--- src/rtl/disp_mode_arbiter_if.sv ---
// Pin-side bundle of the display/mode arbiter: button, alarm ring/ack, three digit sources, scan outputs.
interface disp_mode_arbiter_if;
  logic        mode_btn;
  logic        alarm_ring;
  logic        alarm_ack;
  logic [31:0] watch_bcd;
  logic [31:0] stop_bcd;
  logic [31:0] alarm_bcd;
  logic [7:0]  watch_dp;
  logic [7:0]  stop_dp;
  logic [7:0]  alarm_dp;
  logic [1:0]  mode_state;
  logic        ring_active;
  logic [7:0]  seg_data;
  logic [7:0]  seg_com;

  modport master (
    output mode_btn, alarm_ring, alarm_ack,
    output watch_bcd, stop_bcd, alarm_bcd, watch_dp, stop_dp, alarm_dp,
    input  mode_state, ring_active, seg_data, seg_com
  );

  modport slave (
    input  mode_btn, alarm_ring, alarm_ack,
    input  watch_bcd, stop_bcd, alarm_bcd, watch_dp, stop_dp, alarm_dp,
    output mode_state, ring_active, seg_data, seg_com
  );
endinterface

--- src/rtl/disp_mode_arbiter.sv ---
// Mode FSM with debounced button, alarm-ring preemption and 8-digit multiplexed 7-segment scan.
// Button press reaches the mode 2+DEBOUNCE_CYC cycles after the raw edge; segment outputs are registered.
module disp_mode_arbiter #(
  parameter int DEBOUNCE_CYC = 20,
  parameter int SCAN_DIV     = 1,
  parameter int BLINK_CYC    = 250
) (
  input logic clk,
  input logic rst,
  disp_mode_arbiter_if.slave bus
);
  localparam int BLANK_LEN = 8 * SCAN_DIV;
  localparam int DBW = $clog2(DEBOUNCE_CYC + 1);
  localparam int SCW = $clog2(SCAN_DIV + 1);
  localparam int BLW = $clog2(BLANK_LEN + 1);
  localparam int BKW = $clog2(BLINK_CYC + 1);

  typedef enum logic [1:0] {
    S_WATCH = 2'b00,
    S_STOP  = 2'b01,
    S_ALARM = 2'b10,
    S_RING  = 2'b11
  } state_t;

  state_t           state, saved, nxt;
  logic             btn_s1, btn_s2, deb, deb_d;
  logic [DBW-1:0]   deb_cnt;
  logic             ring_r, ring_r2;
  logic             mode_pulse, ring_req, chg;
  logic [2:0]       scan_idx;
  logic [SCW-1:0]   scan_cnt;
  logic [BLW-1:0]   blank_cnt;
  logic [BKW-1:0]   blink_cnt;
  logic             blink_on;
  logic             ring_active_r;
  logic [7:0]       seg_data_r, seg_com_r;
  logic [31:0]      bcd_sel;
  logic [7:0]       dp_sel;
  logic [3:0]       nib;
  logic             lit;
  logic [7:0]       lit_com, lit_data;

  function automatic logic [6:0] decode(input logic [3:0] d);
    case (d)
      4'h0: decode = 7'h3F;
      4'h1: decode = 7'h06;
      4'h2: decode = 7'h5B;
      4'h3: decode = 7'h4F;
      4'h4: decode = 7'h66;
      4'h5: decode = 7'h6D;
      4'h6: decode = 7'h7D;
      4'h7: decode = 7'h07;
      4'h8: decode = 7'h7F;
      4'h9: decode = 7'h6F;
      4'hA: decode = 7'h40;
      default: decode = 7'h00;
    endcase
  endfunction

  assign mode_pulse = deb & ~deb_d;
  assign ring_req   = ring_r & ~ring_r2;

  // Ring entry beats a coincident mode pulse; in ring, ack and pulse are one exit.
  always_comb begin
    nxt = state;
    if (state == S_RING) begin
      if (bus.alarm_ack || mode_pulse) nxt = saved;
    end else if (ring_req) begin
      nxt = S_RING;
    end else if (mode_pulse) begin
      case (state)
        S_WATCH: nxt = S_STOP;
        S_STOP:  nxt = S_ALARM;
        default: nxt = S_WATCH;
      endcase
    end
  end

  assign chg = (nxt != state);

  always_comb begin
    case (state)
      S_WATCH: begin bcd_sel = bus.watch_bcd; dp_sel = bus.watch_dp; end
      S_STOP:  begin bcd_sel = bus.stop_bcd;  dp_sel = bus.stop_dp;  end
      default: begin bcd_sel = bus.alarm_bcd; dp_sel = bus.alarm_dp; end
    endcase
  end

  assign nib      = bcd_sel[{scan_idx, 2'b00} +: 4];
  assign lit      = (state != S_RING) || blink_on;
  assign lit_com  = ~(8'b1 << scan_idx);
  assign lit_data = {dp_sel[scan_idx], decode(nib)};

  always_ff @(posedge clk) begin
    if (rst) begin
      btn_s1        <= 1'b0;
      btn_s2        <= 1'b0;
      deb           <= 1'b0;
      deb_d         <= 1'b0;
      deb_cnt       <= '0;
      ring_r        <= 1'b0;
      ring_r2       <= 1'b0;
      state         <= S_WATCH;
      saved         <= S_WATCH;
      ring_active_r <= 1'b0;
      scan_idx      <= '0;
      scan_cnt      <= '0;
      blank_cnt     <= '0;
      blink_cnt     <= '0;
      blink_on      <= 1'b1;
      seg_data_r    <= 8'h00;
      seg_com_r     <= 8'hFF;
    end else begin
      btn_s1  <= bus.mode_btn;
      btn_s2  <= btn_s1;
      deb_d   <= deb;
      ring_r  <= bus.alarm_ring;
      ring_r2 <= ring_r;
      if (btn_s2 != deb) begin
        if (deb_cnt == DBW'(DEBOUNCE_CYC - 1)) begin
          deb     <= btn_s2;
          deb_cnt <= '0;
        end else begin
          deb_cnt <= deb_cnt + 1'b1;
        end
      end else begin
        deb_cnt <= '0;
      end

      state         <= nxt;
      ring_active_r <= (nxt == S_RING);
      if (state != S_RING && ring_req) saved <= state;

      // Blank frame counts up to BLANK_LEN; reset leaves it at 0 so power-up also blanks one frame.
      if (chg) begin
        blank_cnt  <= BLW'(1);
        scan_idx   <= '0;
        scan_cnt   <= '0;
        seg_com_r  <= 8'hFF;
        seg_data_r <= 8'h00;
        if (nxt == S_RING) begin
          blink_cnt <= '0;
          blink_on  <= 1'b1;
        end
      end else if (blank_cnt != BLW'(BLANK_LEN)) begin
        blank_cnt  <= blank_cnt + 1'b1;
        seg_com_r  <= 8'hFF;
        seg_data_r <= 8'h00;
      end else begin
        seg_com_r  <= lit ? lit_com : 8'hFF;
        seg_data_r <= lit ? lit_data : 8'h00;
        if (scan_cnt == SCW'(SCAN_DIV - 1)) begin
          scan_cnt <= '0;
          scan_idx <= scan_idx + 1'b1;
        end else begin
          scan_cnt <= scan_cnt + 1'b1;
        end
        if (state == S_RING) begin
          if (blink_cnt == BKW'(BLINK_CYC - 1)) begin
            blink_cnt <= '0;
            blink_on  <= ~blink_on;
          end else begin
            blink_cnt <= blink_cnt + 1'b1;
          end
        end
      end
    end
  end

  assign bus.mode_state  = state;
  assign bus.ring_active = ring_active_r;
  assign bus.seg_data    = seg_data_r;
  assign bus.seg_com     = seg_com_r;
endmodule

--- src/flat_wrapper.sv ---
// flat-port wrapper written by rule: the top's interface ports become plain ports
module disp_mode_arbiter_flat 
#(
  parameter int DEBOUNCE_CYC = 20,
  parameter int SCAN_DIV     = 1,
  parameter int BLINK_CYC    = 250
)
  (clk, rst, bus_mode_btn, bus_alarm_ring, bus_alarm_ack, bus_watch_bcd, bus_stop_bcd, bus_alarm_bcd, bus_watch_dp, bus_stop_dp, bus_alarm_dp, bus_mode_state, bus_ring_active, bus_seg_data, bus_seg_com);
  disp_mode_arbiter_if bus_i ();
  input logic clk;
  input logic rst;
  input wire logic [$bits(bus_i.mode_btn)-1:0] bus_mode_btn;
  input wire logic [$bits(bus_i.alarm_ring)-1:0] bus_alarm_ring;
  input wire logic [$bits(bus_i.alarm_ack)-1:0] bus_alarm_ack;
  input wire logic [$bits(bus_i.watch_bcd)-1:0] bus_watch_bcd;
  input wire logic [$bits(bus_i.stop_bcd)-1:0] bus_stop_bcd;
  input wire logic [$bits(bus_i.alarm_bcd)-1:0] bus_alarm_bcd;
  input wire logic [$bits(bus_i.watch_dp)-1:0] bus_watch_dp;
  input wire logic [$bits(bus_i.stop_dp)-1:0] bus_stop_dp;
  input wire logic [$bits(bus_i.alarm_dp)-1:0] bus_alarm_dp;
  output wire logic [$bits(bus_i.mode_state)-1:0] bus_mode_state;
  output wire logic [$bits(bus_i.ring_active)-1:0] bus_ring_active;
  output wire logic [$bits(bus_i.seg_data)-1:0] bus_seg_data;
  output wire logic [$bits(bus_i.seg_com)-1:0] bus_seg_com;
  assign bus_i.mode_btn = bus_mode_btn;
  assign bus_i.alarm_ring = bus_alarm_ring;
  assign bus_i.alarm_ack = bus_alarm_ack;
  assign bus_i.watch_bcd = bus_watch_bcd;
  assign bus_i.stop_bcd = bus_stop_bcd;
  assign bus_i.alarm_bcd = bus_alarm_bcd;
  assign bus_i.watch_dp = bus_watch_dp;
  assign bus_i.stop_dp = bus_stop_dp;
  assign bus_i.alarm_dp = bus_alarm_dp;
  assign bus_mode_state = bus_i.mode_state;
  assign bus_ring_active = bus_i.ring_active;
  assign bus_seg_data = bus_i.seg_data;
  assign bus_seg_com = bus_i.seg_com;
  disp_mode_arbiter #(.DEBOUNCE_CYC(DEBOUNCE_CYC), .SCAN_DIV(SCAN_DIV), .BLINK_CYC(BLINK_CYC)) u_core (.clk(clk), .rst(rst), .bus(bus_i));
endmodule
--- config.mk ---
export PLATFORM = sky130hd
export DESIGN_NAME = disp_mode_arbiter_flat
export DESIGN_NICKNAME = d
export VERILOG_FILES = /design/src/rtl/disp_mode_arbiter_if.sv /design/src/rtl/disp_mode_arbiter.sv /design/src/flat_wrapper.sv
export SDC_FILE = /design/constraint.sdc
export NUM_CORES = 1
export LEC_CHECK = 0
export ABC_AREA = 1
export CORE_ASPECT_RATIO = 0.7
export CORE_UTILIZATION = 44
export CTS_CLUSTER_DIAMETER = 150
export CTS_CLUSTER_SIZE = 14
export DETAILED_ROUTE_END_ITERATION = 16
export GPL_ROUTABILITY_DRIVEN = 0
export PLACE_DENSITY = 0.89
export SYNTH_ARGS = -nofsm -noshare
export SYNTH_HDL_FRONTEND = slang
export SYNTH_SLANG_ARGS = --single-unit
--- constraint.sdc ---
create_clock -name clk -period 2.35 [get_ports clk]
set_clock_uncertainty 0.15 [all_clocks]
set_input_delay 0.5875 -clock clk [delete_from_list [all_inputs] [get_ports clk]]
set_output_delay 0.5875 -clock clk [all_outputs]
set_load 0.005 [all_outputs]
==> reports/summary.txt <==
status: finished clean
DRC Markers: 0
maxcap violations: 0
Setup Viol. Count Final: 0
DRT antenna net count: 0
endpoints failing hold: 0
total track usage: 0.2742
dpl cell area: 5296 µm²
Mapped Nets: 728
I/O pin total: 144
Slew Limit Fails: 0
Fillers: 634
largest net degree at the start of global routing: 22
required time of the critical path: 2380 ps
Slew headroom: 0.6280
H-tree levels: 2
vias per cell: 5.188
post-synthesis compound-gate area fraction: 0.09737
largest family of logic cells by synthesized area: simple AND/OR/NAND/NOR gates
Period minus WS final: 2247 ps
die width: 109.7 µm
Simple-Gate Fraction of Synth Area: 0.4203
WP data arrival: 2280 ps
Post-Synth XOR/XNOR Area: 0.01716
first-pass iteration count of the detailed router: 5
Fmax achieved: 445.1 MHz
Slowest-stage cell, CP: clkdlybuf4s50_1
WL final: 11660 µm
#FFs+latches synth: 48
Max stage delay on crit path: 470 ps
warnings from Yosys: 0
Die ar.: 8489 µm²
Iteration-0 DRC Markers: 389
Congestion Overflow GR: 0
Worst Max-Slew Pin Slew: 552.2 ps
Die Y: 77.39 µm
CTS Sinks: 48
reg2reg start: u_core.bus.mode_state[1]$_SDFF_PP0_
worst setup path class: in -> reg
Syn Area/Cell: 6.096 µm²
Sw Pwr: 663.9 µW
Critical Path Start Type: primary input
worst r2r path cells: 14
Synth async-reset ratio: 0
I/O Buffers: 143
Post-Synth Adder-Cell Area: 0.05954
Final Cycle Share: 0.9561
cts bufs inserted: 5
min-delay src: u_core.btn_s1$_SDFF_PP0_
RSZ-0062 raised after global routing: true
Leak Pwr: 0.002592 µW
clock tree buffer depth: 2
internal power: 1715 µW
CTS clk-pin slew, worst paths: 60 ps
mux share of post-synthesis cell area: 0
clk root buf: clkbuf_16
clk_lat worst skew: 280 ps
R2R Setup Slk: 140 ps
critical path, cell by cell: clkdlybuf4s50_1, nor2_1, nor2_1, o211ai_1, nand3_1, nand2_1, nand2_1, nand2_4, buf_4, ha_1, nand3_1, nand2_1, nand2_1, nor2_1
largest driver fanout on the critical path: 5
number of synthesized flops with an enable pin: 0
hold depth: 2
Vias: 4415
reg2reg end: u_core.bus.seg_data[3]$_SDFF_PP0_
register area share after synthesis: 0.2690
TNS Setup: 0 ps
vias in the first global route: 4127
Mapped Cells: 586
logic gate share of total power: 0.314
dominant cells by area after synthesis: dfxtp_1, nand2_1, nand3_1, nor2_1, inv_1
Hold Path End: u_core.btn_s2$_SDFF_PP0_
Core Region: 7871 µm²
fraction of layout cells with a size suffix above 1: 0.1053
Yosys cell types: 32
maximum VDD drop: 0.0003031 V
first-pass GRT wire length: 18380 µm
switching part of the total: 0.2791
endpoint class of the critical path: flip-flop
wire length per cell: 13.70 µm
clock network fraction of total power: 0.324
Power Total: 2379 µW
Worst Hold Class: reg -> reg
Synth area leader: dfxtp_1
initial core utilization: 0.4538
most instantiated cells after synthesis: nand2_1, nor2_1, nand3_1, inv_1, dfxtp_1
CP dominant cell by count: nand2_1
CTS tree: built
hold_ws: 264.9 ps
Ant. Diodes: 0
area fraction of the dominant cell type after synthesis: 0.2690
Post-Syn Area: 3572 µm²
final net count: 893
power per cell area: 432.0 nW/µm²
count leader, synth: nand2_1
antenna violations before repair: 0
Flop pwr share: 0.362
row cnt: 27
dpl hpwl: 9172 µm
ys flop type: dfxtp_1
area delta synth->final: 54.15%
Final Cell Area: 5507 µm²
-- stage by stage --
stage	setup slack, ps	instances	util
after floorplan	197.0	586	-
after global placement	-110.9	843	0.6729
after detailed placement	-166.5	843	0.6729
after CTS	23.74	849	0.6926
after global routing	-0.3091	851	0.6996
final	103.2	851	0.6996
-- registers in the layout (all words and copies together) (netlist names) --
name	count
u_core.blank_cnt	4
u_core.blink_cnt	8
u_core.blink_on	1
u_core.btn_s1	1
u_core.btn_s2	1
u_core.bus.mode_state	2
u_core.bus.ring_active	1
u_core.bus.seg_com	8
u_core.bus.seg_data	8
u_core.deb	1
u_core.deb_cnt	5
u_core.deb_d	1
u_core.ring_r	1
u_core.ring_r2	1
u_core.saved	2
u_core.scan_idx	3
-- routing by layer --
metal | vias to the layer above | track usage | wire length (µm)
li1 | 2169 | - | -
met1 | 2007 | 0.3438 | 4805
met2 | 212 | 0.4742 | 5660
met3 | 27 | 0.06218 | 994
met4 | 0 | 0.06267 | 195
met5 | - | 0 | 0
-- critical path, delay by kind of cell --
family / cells / cell delay (ps)
AOI/OAI and AO/OA: 1 / 100
and+or+nand+nor: 10 / 770
adders and majority gates: 1 / 180
buffers and inverters: 2 / 620
-- layout make-up --
type / count / area, µm² / area share
multi-input cells: 426 / 2166 / 0.3933
flip-flops and latches: 48 / 963.4 / 0.1750
clock inverters: 1 / 30.03 / 0.005453
clock buffers: 5 / 125.1 / 0.02272
inverters: 89 / 341.6 / 0.06203
repair buffers: 181 / 1754 / 0.3186
well taps: 101 / 126.4 / 0.02295
-- how the worst max path moves through the flow --
| stage | from | to | slack (ps) | cells past startpoint |
|---|---|---|---|---|
| floorplan | u_core.bus.mode_state[1]$_SDFF_PP0_ | u_core.bus.seg_data[3]$_SDFF_PP0_ | 200 | 17 |
| global placement | bus_alarm_bcd[28] | u_core.bus.seg_data[0]$_SDFF_PP0_ | -110 | 14 |
| detailed placement | bus_alarm_bcd[20] | u_core.bus.seg_data[3]$_SDFF_PP0_ | -170 | 14 |
| CTS | u_core.bus.mode_state[1]$_SDFF_PP0_ | u_core.bus.seg_data[0]$_SDFF_PP0_ | 20 | 14 |
| global route | bus_alarm_bcd[4] | u_core.bus.seg_data[0]$_SDFF_PP0_ | -0.3 | 15 |
| finish | bus_alarm_bcd[4] | u_core.bus.seg_data[4]$_SDFF_PP0_ | 100 | 14 |
-- cell usage in the layout, fill, tap and decap left out, types with 4 or more instances in the layout --
cell / instances
o211ai_1: 15
nor2_1: 87
nand3_1: 84
nand2_4: 4
inv_2: 4
dfxtp_1: 46
o21ai_0: 5
nand3b_1: 4
nand2_2: 8
nand2_1: 141
buf_4: 35
inv_1: 83
clkdlybuf4s50_1: 143
a21oi_1: 31
xor2_1: 6
clkbuf_16: 5
ha_1: 17
-- cell families after synthesis --
family / count (synthesis)
and+or+nand+nor: 343
AOI/OAI and AO/OA: 58
DFF: 48
xor gates and xnor gates: 7
adders and majority gates: 17
buffers and inverters: 113
-- what timing repair did --
action | 4_1_cts | 5_1_grt
gates resized for setup | 0 | 12
setup endpoints to repair | 0 | 15
hold buffers | 0 | 0
endpoints found under the hold margin | 0 | 0
setup buffers | 0 | 1
-- power groups by stage --
stage / combinational, µW / sequential, µW / clock (µW)
finish: 746 / 862 / 771
floorplan: 369 / 872 / 0
CTS: 721 / 860 / 775
detailed placement: 715 / 878 / 0
global route: 816 / 865 / 815
global placement: 691 / 877 / 0
Power figures use the tool's default switching activity.
